**src/rtl/pi_bus_master.sv**
```systemverilog
// rtl/pi_bus_master.sv - buffered command master for the processor-interface register bus
// Commands queue in a small FIFO; a single FSM sequences setup, strobe, read latency, response and interrupt ack.
module pi_bus_master #(
  parameter int                ADDR_W    = 4,
  parameter int                DATA_W    = 8,
  parameter int                CMD_DEPTH = 4,
  parameter int                SETUP_CYC = 1,
  parameter int                RD_LAT    = 0,
  parameter logic [ADDR_W-1:0] IRQ_ADDR  = '0
) (
  input  logic              clk,
  input  logic              rst,
  input  logic              irq_en,
  input  logic              cmd_valid,
  output logic              cmd_ready,
  input  logic              cmd_write,
  input  logic [ADDR_W-1:0] cmd_addr,
  input  logic [DATA_W-1:0] cmd_wdata,
  output logic              rsp_valid,
  input  logic              rsp_ready,
  output logic [DATA_W-1:0] rsp_rdata,
  output logic              rsp_irq,
  output logic              pi_blk_sel,
  output logic [ADDR_W-1:0] pi_addr,
  output logic              pi_wr_en,
  output logic              pi_rd_en,
  output logic [DATA_W-1:0] pi_wr_data,
  input  logic [DATA_W-1:0] pi_rd_data,
  input  logic              interrupt,
  output logic              interrupt_ack,
  output logic              busy
);

  localparam int PTR_W = $clog2(CMD_DEPTH);
  localparam int ENT_W = 1 + ADDR_W + DATA_W;
  localparam int CNT_W = $clog2(SETUP_CYC + 8);
  localparam logic [CNT_W-1:0] SETUP_LD = CNT_W'(SETUP_CYC - 1);
  localparam logic [CNT_W-1:0] RDLAT_LD = CNT_W'((RD_LAT > 0) ? RD_LAT - 1 : 0);

  typedef enum logic [2:0] {IDLE, SETUP, STROBE, RDWAIT, RESP, ACK} state_e;

  state_e state_q, state_d;

  logic [ENT_W-1:0] mem_q [CMD_DEPTH];
  logic [PTR_W-1:0] wr_ptr_q, rd_ptr_q;
  logic [PTR_W:0]   cnt_q, cnt_d;
  logic             full_q;
  logic             push, pop, take_irq, empty;
  logic [ENT_W-1:0] head;

  logic              cur_wr_q, irq_q, irq_armed_q;
  logic [CNT_W-1:0]  cyc_q;
  logic [ADDR_W-1:0] pi_addr_q;
  logic [DATA_W-1:0] pi_wr_data_q, rsp_rdata_q;
  logic              rsp_irq_q;
  logic              pi_blk_sel_q, pi_wr_en_q, pi_rd_en_q, rsp_valid_q, ack_q;
  logic              pi_blk_sel_d, pi_wr_en_d, pi_rd_en_d, rsp_valid_d, ack_d;

  assign push      = cmd_valid && !full_q;
  assign empty     = (cnt_q == '0);
  assign head      = mem_q[rd_ptr_q];
  assign cmd_ready = !full_q;
  assign busy      = (state_q != IDLE) || !empty;

  always_comb begin
    cnt_d = cnt_q;
    if (push && !pop)      cnt_d = cnt_q + (PTR_W+1)'(1);
    else if (!push && pop) cnt_d = cnt_q - (PTR_W+1)'(1);
  end

  always_ff @(posedge clk) begin
    if (push) mem_q[wr_ptr_q] <= {cmd_write, cmd_addr, cmd_wdata};
  end

  always_ff @(posedge clk or negedge rst) begin
    if (!rst) begin
      wr_ptr_q <= '0;
      rd_ptr_q <= '0;
      cnt_q    <= '0;
      full_q   <= 1'b0;
    end else begin
      if (push) wr_ptr_q <= wr_ptr_q + PTR_W'(1);
      if (pop)  rd_ptr_q <= rd_ptr_q + PTR_W'(1);
      cnt_q  <= cnt_d;
      full_q <= (cnt_d == (PTR_W+1)'(CMD_DEPTH));
    end
  end

  always_ff @(posedge clk or negedge rst) begin
    if (!rst) state_q <= IDLE;
    else      state_q <= state_d;
  end

  // Interrupt wins over queued commands so a status read is never starved.
  always_comb begin
    state_d  = state_q;
    take_irq = 1'b0;
    pop      = 1'b0;
    case (state_q)
      IDLE: begin
        if (irq_en && interrupt && irq_armed_q) begin
          take_irq = 1'b1;
          state_d  = SETUP;
        end else if (!empty) begin
          pop     = 1'b1;
          state_d = SETUP;
        end
      end
      SETUP:  if (cyc_q == '0) state_d = STROBE;
      STROBE: begin
        if (cur_wr_q)         state_d = IDLE;
        else if (RD_LAT == 0) state_d = RESP;
        else                  state_d = RDWAIT;
      end
      RDWAIT: if (cyc_q == '0) state_d = RESP;
      RESP:   if (rsp_ready) state_d = irq_q ? ACK : IDLE;
      ACK:    state_d = IDLE;
      default: state_d = IDLE;
    endcase
  end

  // Outputs decode the next state so every bus pin comes straight from a flop.
  always_comb begin
    pi_blk_sel_d = (state_d == SETUP) || (state_d == STROBE) || (state_d == RDWAIT);
    pi_wr_en_d   = (state_d == STROBE) && cur_wr_q;
    pi_rd_en_d   = (state_d == STROBE) && !cur_wr_q;
    rsp_valid_d  = (state_d == RESP);
    ack_d        = (state_d == ACK);
  end

  always_ff @(posedge clk or negedge rst) begin
    if (!rst) begin
      cur_wr_q     <= 1'b0;
      irq_q        <= 1'b0;
      irq_armed_q  <= 1'b1;
      cyc_q        <= '0;
      pi_addr_q    <= '0;
      pi_wr_data_q <= '0;
      rsp_rdata_q  <= '0;
      rsp_irq_q    <= 1'b0;
      pi_blk_sel_q <= 1'b0;
      pi_wr_en_q   <= 1'b0;
      pi_rd_en_q   <= 1'b0;
      rsp_valid_q  <= 1'b0;
      ack_q        <= 1'b0;
    end else begin
      pi_blk_sel_q <= pi_blk_sel_d;
      pi_wr_en_q   <= pi_wr_en_d;
      pi_rd_en_q   <= pi_rd_en_d;
      rsp_valid_q  <= rsp_valid_d;
      ack_q        <= ack_d;
      if (take_irq) begin
        cur_wr_q  <= 1'b0;
        irq_q     <= 1'b1;
        pi_addr_q <= IRQ_ADDR;
        cyc_q     <= SETUP_LD;
      end else if (pop) begin
        cur_wr_q  <= head[ENT_W-1];
        irq_q     <= 1'b0;
        pi_addr_q <= head[DATA_W +: ADDR_W];
        cyc_q     <= SETUP_LD;
        if (head[ENT_W-1]) pi_wr_data_q <= head[DATA_W-1:0];
      end else if (state_q == STROBE) begin
        cyc_q <= RDLAT_LD;
      end else if (cyc_q != '0) begin
        cyc_q <= cyc_q - CNT_W'(1);
      end
      if (state_d == RESP && state_q != RESP) begin
        rsp_rdata_q <= pi_rd_data;
        rsp_irq_q   <= irq_q;
      end
      // A held interrupt level is serviced once; re-arm only after it is seen low.
      if (state_q == ACK)  irq_armed_q <= 1'b0;
      else if (!interrupt) irq_armed_q <= 1'b1;
    end
  end

  assign pi_blk_sel    = pi_blk_sel_q;
  assign pi_addr       = pi_addr_q;
  assign pi_wr_en      = pi_wr_en_q;
  assign pi_rd_en      = pi_rd_en_q;
  assign pi_wr_data    = pi_wr_data_q;
  assign rsp_valid     = rsp_valid_q;
  assign rsp_rdata     = rsp_rdata_q;
  assign rsp_irq       = rsp_irq_q;
  assign interrupt_ack = ack_q;

endmodule
```
**config.mk**
```make
export PLATFORM = sky130hd
export DESIGN_NAME = pi_bus_master
export DESIGN_NICKNAME = d
export VERILOG_FILES = /design/src/rtl/pi_bus_master.sv
export SDC_FILE = /design/constraint.sdc
export NUM_CORES = 1
export LEC_CHECK = 0
export CELL_PAD_IN_SITES_DETAIL_PLACEMENT = 0
export CELL_PAD_IN_SITES_GLOBAL_PLACEMENT = 2
export CORE_ASPECT_RATIO = 0.5
export CORE_MARGIN = 2
export CORE_UTILIZATION = 39
export CTS_CLUSTER_DIAMETER = 60
export DETAILED_ROUTE_END_ITERATION = 7
export PLACE_DENSITY_LB_ADDON = 0.1
export SLEW_MARGIN = 30
export SYNTH_ARGS = -nofsm -noshare
export SYNTH_HDL_FRONTEND = slang
export SYNTH_SLANG_ARGS = --single-unit
```
**constraint.sdc**
```tcl
create_clock -name clk -period 2.2 [get_ports clk]
set_input_delay 0.22 -clock clk [delete_from_list [all_inputs] [get_ports clk]]
set_output_delay 0.22 -clock clk [all_outputs]
set_load 0.005 [all_outputs]
```
# Word-level counts from Yosys, hierarchy flattened
# Memory sizes are Yosys's and may differ from the RTL's.
# Cells that the tools add are included.
# W data, S select, Z words.
[totals]
reg_bits = 44
ram_bits = 52
in_bits = 27
out_inout_bits = 28
elab_cells = 91
mem_count = 1
[memory_table]
columns = ["memory", "words", "word_bits", "read_ports", "rd_ports_with_merged_regs", "wr", "line", "source"]
rows = [
  ["mem_q", 4, 13, 1, 0, 1, "44", "logic [ENT_W-1:0] mem_q [CMD_DEPTH];"],
]
[op_classes]
n_addsub = 5
n_eq_ne = 13
mux = 29
bitwise = 1
n_reduce_logical = 24
[op_table]
columns = ["cell", "count"]
rows = [
  ["$mux W3", 9],
  ["$mux W4", 6],
  ["$eq A3 B3 Y1 const B", 5],
  ["$pmux W3 S5", 1],
  ["$mux W1", 13],
  ["$eq A3 B2 Y1 const B", 4],
  ["$logic_and A1 B1 Y1", 8],
  ["$reduce_bool A4 Y1", 2],
  ["$eq A3 B1 Y1 const B", 2],
  ["$logic_not A3 Y1", 2],
  ["$logic_not A1 Y1", 5],
  ["$add A2 B1 Y2 const B", 2],
  ["$logic_not A4 Y1", 1],
  ["$sub A4 B1 Y4 const B", 1],
  ["$add A3 B1 Y3 const B", 1],
  ["$logic_or A1 B1 Y1", 3],
  ["$ne A3 B3 Y1 const B", 1],
  ["$reduce_and A3 Y1", 1],
  ["$reduce_bool A3 Y1", 1],
  ["$sub A3 B1 Y3 const B", 1],
  ["$ne A2 B1 Y1 const B", 1],
  ["$reduce_bool A2 Y1", 1],
  ["$not A1 Y1", 1],
]

# Depth between registers and ports, before layout
# Gate-level depths: netlist (run 1).
[logic_depth]
word_depth = 8
ltp_mapped = 7
mapped_depth_nobuf = 6

# Worst setup path before layout (run 1)
# No wires, ideal clock.
[synth_path]
kind = "flip-flop to flip-flop"
from = "register cyc_q[0]"
to = "register rsp_irq_q (netlist: rsp_irq)"
setup_time_ps = 125
arrival_ps = 1870
required_ps = 2075
slack_ps = 205
path_stages_with_launch = 7
path_buffers = 1
synth_period_minus_slack_ps = 1995
cell_sequence = "dfrtp_1 -> inv_1 -> ha_1 -> or3b_1 -> a2111o_1 -> buf_2 -> mux2_2"
[synth_between]
elab_chain_len = 5
word_cells_on_any_way = 6
classes_between = "1 x eq/ne; 3 x mux; 2 x reduce/logical"
[synth_rtl]
columns = ["item", "line", "source"]
rows = [
  ["start: declaration", "52", "logic [CNT_W-1:0] cyc_q;"],
  ["start signal: assignment", "166", "cyc_q <= cyc_q - CNT_W'(1);"],
  ["$logic_not A4 Y1 *", "109, 115", ""],
  ["$mux W3, on equally long branches", "115, 109", ""],
  ["$pmux W3 S5 *", "99", "case (state_q)"],
  ["$eq A3 B3 Y1 *", "168", "if (state_d == RESP && state_q != RESP) begin"],
  ["$logic_and A1 B1 Y1 *", "168", ""],
  ["end signal: assignment", "170", "rsp_irq_q <= irq_q;"],
  ["end: declaration", "55", "logic rsp_irq_q;"],
]
# Mark *: on every way between the ends. The rest lies on a longest branch, timed or not.
# A chain may end at the register's enable or synchronous reset.

# Worst setup path after layout (run 1)
[layout_path]
from = "register cyc_q[0]"
to = "register rsp_rdata_q[1] (netlist: rsp_rdata[1])"
[layout_between]
elab_chain_len = 5
word_cells_on_any_way = 6
classes_between = "1 x eq/ne; 3 x mux; 2 x reduce/logical"
[layout_rtl]
columns = ["item", "line", "source"]
rows = [
  ["$logic_not A4 Y1 *", "109, 115", ""],
  ["$mux W3, on equally long branches", "115, 109", ""],
  ["$pmux W3 S5 *", "99", ""],
  ["$eq A3 B3 Y1 *", "168", ""],
  ["$logic_and A1 B1 Y1 *", "168", ""],
  ["end signal: assignment", "169", "rsp_rdata_q <= pi_rd_data;"],
  ["end: declaration", "54", "logic [DATA_W-1:0] pi_wr_data_q, rsp_rdata_q;"],
]
# Marked as above.

==> flow_summary.yaml, run 1 <==
synthesis:
  synth_seq_cells: 96
  synth_xor_xnor_area_share_pct: 1.786
  synth_top_family_by_area: "multiplexers"
  muxShareOfSynthArea_pct: 13.11
  synth-edff-count: 52
  synth-async-reset-ratio_pct: 45.83
  synth_cell_types: 45
  synth_top_area_cell: "edfxtp_1"
  yosys_warnings: 0
  synth_area_leaders: "edfxtp_1, dfrtp_1, mux4_2, mux2_4, ha_1"
  ys.flop_type: "edfxtp_1"
  syn-num-nets: 272
  ys_seq_area_share_pct: 67.89
  synth_fa_ha_area_share_pct: 2.870
  synth_compound_area_share_pct: 4.688
  synth-simple-area-share_pct: 7.366
  netlist_instances: 236
  avgSynthCellArea_sq_um: 16.63
  syn_area_sq_um: 3924
  synth_top_area_share_pct: 39.80
setup_path:
  critPathMaxStageDelay_ps: 600
  path_class: "register to register"
  worst_setup_path_end_kind: "register"
  cp.required_ps: 2420
  worstPathArrival_ps: 2290
  cp_slowest_cell: "a2111o_2"
  crit_path_max_fanout: 10
  critPathTopFamily: "compound AO/OA/AOI/OAI gates"
  cp-start-kind: "register"
  worstPathCellList: "inv_1 -> ha_1 -> or3b_1 -> a2111o_2 -> mux2_2"
  path_buf_inv: 1
layout:
  nFillCells: 805
  final_cell_mix: "clkdlybuf4s50_1, edfxtp_1, dfrtp_1, buf_4, mux4_2"
  final_common_cell: "clkdlybuf4s50_1"
  drive_gt1_share_pct: 22.78
  area_delta_synth_final_pct: 29.37
  instances_no_fill: 451
  fin_util_pct: 52.86
  diodes: 0
  nets: 347
pwr:
  power_switching_mw: 2.011
  power_density_nw_per_um2: 1356
  power.share.clock_pct: 24.3
  p_int_mw: 4.873
  seq_power_share_pct: 39.4
  power.leakage_nw: 1.980
  ir_drop_v: 0.0006361
  swShare_pct: 29.21
  p_comb_share_pct: 36.2
sta:
  finalHoldViolCount: 0
  setup_ws_ps: 121.5
  period_needed_ps: 2078
  finalCritPeriodShare_pct: 94.48
  slew_violations: 0
  holdWs_ps: 438.6
  tns_ps: 0
  clock_skew_ps: 6.173
  rsz0062_at_grt: "no"
  tightest_slew_ps: 706.4
  fmax_mhz: 481.1
  relSlewSlack_pct: 52.59
  setup_viol: 0
clock_network:
  cts_tree: "yes"
  clock_path_buffers: 2
  root_buffer: "clkbuf_16"
  clkLatencyLatePin_ps: 330
  htree_levels: 3
  cts_sinks: 96
  numCtsBuffers: 9
  clk_pin_slew_ps: 60
placement:
  dp_cells: 434
  place.gp.congestion: 0.7424
  portBuffers: 54
  post-dp-hpwl_microns: 5341
  dp_slack_ps: 84.52
routing:
  via_per_inst: 4.938
  firstDrtPassIters: 4
  num_vias: 2227
  drt-wirelength-per-cell_microns: 16.76
  ant_nets: 0
  drt-total-wl_microns: 7558
  drt_iter0_markers: 195
  drc: 0
hold_path:
  hold_class: "input port to asynchronous set/reset pin"
floorplanning:
  die_y_microns: 74.93
  core_area_sq_um: 9603
  die_area_sq_um: 10930
  rows: 25
  die_w_microns: 145.9
  start_util_pct: 40.86
  io_pins: 55
global_routing:
  grt_max_degree: 24
  grt_antenna_before_repair: 0
  grt_pass1_vias: 2225
  grt_first_pass_wirelength_microns: 12010
  grt_overflow: 0
  grt_usage_pct: 14.92
run_status:
  run_status: "completed"
job:
  drv_cap: 0
[flip-flops by register name, summed over array words and instances, names as in the netlist]
signal and count:
rsp_irq 1, pi_rd_en 1, rsp_rdata 8, interrupt_ack 1, pi_blk_sel 1, full_q 1
pi_wr_data 8, irq_armed_q 1, rsp_valid 1, cur_wr_q 1, mem_q 52, state_q 3
rd_ptr_q 2, cnt_q 3, pi_addr 4, wr_ptr_q 2, irq_q 1, pi_wr_en 1
cyc_q 4
[power groups by stage]
stage                     clock [mW]  sequential, mW  combinational, mW
after global routing            1.80            2.78               2.72
after CTS                       1.72            2.72               2.53
after global placement             0            2.73               2.47
final                           1.67            2.72               2.50
after floorplan                    0            2.71               1.49
after detailed placement           0            2.75               2.52
[area by class of cell]
cell class	count	area, sq um	share of cell area, %
well taps	135	168.9	3.328
clock inverters	7	100.1	1.972
repair buffers	72	698.2	13.75
clock buffers	9	225.2	4.437
flip-flops and latches	96	2664	52.48
inverters	11	41.29	0.8134
multi-input cells	121	1179	23.22
[synth_stat cells, types with 2 or more instances]
cell type   n
a21oi_1     3
dfrtp_1    43
mux4_2     13
nor2_1     10
buf_6       2
buf_2       3
inv_1      11
nand3_1     3
nor4_1      3
xnor2_1     8
nor3_1      4
nand2b_1    4
edfxtp_1   52
nor2b_1     4
a32oi_1     2
ha_1        9
mux2_4      8
and2_1      4
clkbuf_1    3
o21ai_0     5
mux2_2      9
nand2_1     8
a22o_1      3
[metrics by stage]
stage	total power [mW]	area, sq um
after global placement	5.205	4732
final	6.884	5076
after floorplan	4.199	3924
after CTS	6.972	5070
after global routing	7.300	5076
after detailed placement	5.268	4732
[metal layers]
| metal | part of all wire (%) | wire length, microns | GRT usage [%] |
|---|---|---|---|
| met1 | 47 | 3528 | 20.41 |
| met2 | 45 | 3429 | 22.90 |
| met3 | 7.2 | 546 | 5.212 |
| met4 | 0.70 | 53 | 4.575 |
| met5 | 0 | 0 | 0 |
[path summary, 6_finish.rpt]
kind                             startpoint      endpoint  slack (ps)  depth (start not counted)
worst max-delay path               cyc_q[0]  rsp_rdata[1]         120                          5
worst min-delay path                    rst        full_q         440                          2
worst max register to register     cyc_q[0]  rsp_rdata[1]         120                          5
worst min register to register  irq_armed_q   irq_armed_q         480                          2
max in group asynchronous               rst   irq_armed_q        1170                          3
min in group clk                  interrupt   irq_armed_q         480                          2
[cell families (layout without fill, tap and decap cells)]
| group | Yosys count | in the layout |
|---|---|---|
| xor+xnor | 8 | 8 |
| fa+ha+maj | 9 | 9 |
| mux | 30 | 30 |
| flops | 96 | 96 |
| compound gates | 24 | 24 |
| simple gates | 50 | 50 |
| buf+inv | 19 | 99 |
[worst reg2reg max path, cell delays in order (launching register included)]
cell	delay [ps]
dfrtp_1	380
inv_1	110
ha_1	190
or3b_1	370
a2111o_2	600
mux2_2	320
[repair_timing]
item | in CTS | in global routing
gates resized for setup | 1 | 2
endpoints found under the setup margin | 1 | 11
setup buffers | 0 | 0
hold endpoints to repair | 21 | 0
hold buffers | 1 | 0
Power figures use the tool's default switching activity.
==> run 2, diff against run 1 <==
--- a/config.mk
+++ b/config.mk
@@ -8,10 +8,10 @@
 export CELL_PAD_IN_SITES_DETAIL_PLACEMENT = 0
 export CELL_PAD_IN_SITES_GLOBAL_PLACEMENT = 2
 export CORE_ASPECT_RATIO = 0.5
-export CORE_MARGIN = 2
-export CORE_UTILIZATION = 39
+export CORE_UTILIZATION = 45
 export CTS_CLUSTER_DIAMETER = 60
 export DETAILED_ROUTE_END_ITERATION = 7
+export DONT_BUFFER_PORTS = 1
 export PLACE_DENSITY_LB_ADDON = 0.1
 export SLEW_MARGIN = 30
 export SYNTH_ARGS = -nofsm -noshare
==> flow_summary.yaml, run 2 (same netlist as run 1, synthesis figures left out) <==
setup_path:
  path_class: "register to register"
  worstPathArrival_ps: 2290
  r2r_start: "cyc_q[0]"
  worst_setup_path_end_kind: "register"
  crit_path_max_fanout: 10
  regToRegSetupSlack_ps: 120
  ff2ff_path_depth: 5
  cp.required_ps: 2410
  cp-start-kind: "register"
  reg2reg_to: "rsp_rdata[7]"
floorplanning:
  rows: 23
  die_w_microns: 134.1
  die_area_sq_um: 9120
  io_pins: 55
  core_area_sq_um: 8230
  die_y_microns: 68.03
  start_util_pct: 47.67
sta:
  tightest_slew_ps: 575.6
  finalCritPeriodShare_pct: 94.65
  finalHoldViolCount: 0
  setup_viol: 0
  fmax_mhz: 480.2
  rsz0062_at_grt: "no"
  slew_violations: 0
  relSlewSlack_pct: 61.37
  clock_skew_ps: 4.285
  tns_ps: 0
  period_needed_ps: 2082
  holdWs_ps: 37.40
hold_path:
  hold_class: "input port to register"
  whs_path_depth: 1
  hold_start: "pi_rd_data[5]"
  hold_path_end: "rsp_rdata[5]"
clock_network:
  cts_setup_buffers: 0
  root_buffer: "clkbuf_16"
  clk_pin_slew_ps: 60
  cts_tree: "yes"
  clkLatencyLatePin_ps: 330
  cts_sinks: 96
  htree_levels: 3
  numCtsBuffers: 9
  clock_path_buffers: 2
routing:
  firstDrtPassIters: 4
  drt-total-wl_microns: 6911
  via_per_inst: 5.260
  ant_nets: 0
  drt-wirelength-per-cell_microns: 18.00
  drc: 0
  num_vias: 2020
  drt_iter0_markers: 86
layout:
  final_common_cell: "edfxtp_1"
  diodes: 0
  area_delta_synth_final_pct: 17.83
  regMostFlops: "mem_q"
  fin_util_pct: 56.17
  final_cell_mix: "edfxtp_1, dfrtp_1, dlygate4sd3_1, mux4_2, buf_4"
  nets: 303
  largest_reg_flops: 52
  drive_gt1_share_pct: 24.63
global_routing:
  grt_usage_pct: 16.60
  grt_antenna_before_repair: 0
  grt_overflow: 0
  grt_max_degree: 45
  grt_first_pass_wirelength_microns: 10860
  grt_pass1_vias: 2008
pwr:
  power.leakage_nw: 1.819
  ir_drop_v: 0.0005861
  power_density_nw_per_um2: 1371
  p_total_mw: 6.338
job:
  drv_cap: 0
placement:
  place.gp.congestion: 0.7429
  portBuffers: 0
  post-dp-hpwl_microns: 4518
run_status:
  run_status: "completed"
## run 2: what timing repair did
| action | in CTS | in global routing |
|---|---|---|
| resized for setup | 0 | 1 |
| hold buffers | 16 | 0 |
| endpoints found under the hold margin | 97 | 0 |
| setup endpoints to repair | 0 | 5 |
## run 2: how the worst max path moves through the flow
stage,from,end,cells past startpoint
6_report,cyc_q[0],rsp_rdata[7],5
5_1_grt,cyc_q[0],rsp_rdata[7],5
4_1_cts,cyc_q[0],rsp_rdata[7],5
3_5_place_dp,cyc_q[0],rsp_rdata[7],5
3_3_place_gp,cyc_q[0],rsp_rdata[0],5
2_1_floorplan,cyc_q[0],rsp_irq,6
## run 2: layout make-up
cell class	instances	area [sq um]
fill	686	3607
multi-input combinational	121	1171
tap	112	140.1
inverter	11	41.29
sequential	96	2664
clock inverter	5	63.81
clock buffer	11	275.3
timing repair buffer	28	267.8
## run 2: per-layer routing
metal | track usage (%) | routed length (microns) | up-vias
met1 | 21.68 | 3162 | 1024
met4 | 4.635 | 29 | 0
met5 | 0 | 0 | -
met3 | 5.556 | 369 | 4
met2 | 26.94 | 3350 | 48
li1 | - | - | 944
## run 2: metrics by stage
stage / area [sq um] / cells / setup slack, ps
after floorplan: 3924 / 236 / 204.9
after global placement: 4105 / 352 / 138.1
after detailed placement: 4105 / 352 / 66.71
after CTS: 4622 / 384 / 54.82
after global routing: 4623 / 384 / 28.81
final: 4623 / 384 / 117.6
## run 2: power by group
| part | switching, mW | leakage, nW | internal [mW] | total, mW |
|---|---|---|---|---|
| combinational | 0.880 | 0.631 | 0.967 | 1.85 |
| clock | 0.662 | 0.169 | 1.03 | 1.70 |
| sequential | 0.351 | 1.02 | 2.44 | 2.80 |
## run 2: critical path: stages (launching register included)
cell and delay, ps:
dfrtp_1 370, inv_1 110, ha_1 180, or3b_1 370
a2111o_2 610, mux2_2 320
==> run 3, diff against run 2 <==
--- a/config.mk
+++ b/config.mk
@@ -5,11 +5,13 @@
 export SDC_FILE = /design/constraint.sdc
 export NUM_CORES = 1
 export LEC_CHECK = 0
+export ABC_CLOCK_PERIOD_IN_PS = 2200
 export CELL_PAD_IN_SITES_DETAIL_PLACEMENT = 0
 export CELL_PAD_IN_SITES_GLOBAL_PLACEMENT = 2
 export CORE_ASPECT_RATIO = 0.5
 export CORE_UTILIZATION = 45
 export CTS_CLUSTER_DIAMETER = 60
+export CTS_CLUSTER_SIZE = 25
 export DETAILED_ROUTE_END_ITERATION = 7
 export DONT_BUFFER_PORTS = 1
 export PLACE_DENSITY_LB_ADDON = 0.1
==> results of run 3 <==
The final DEF is identical to that of run 2; final timing and power are the same.
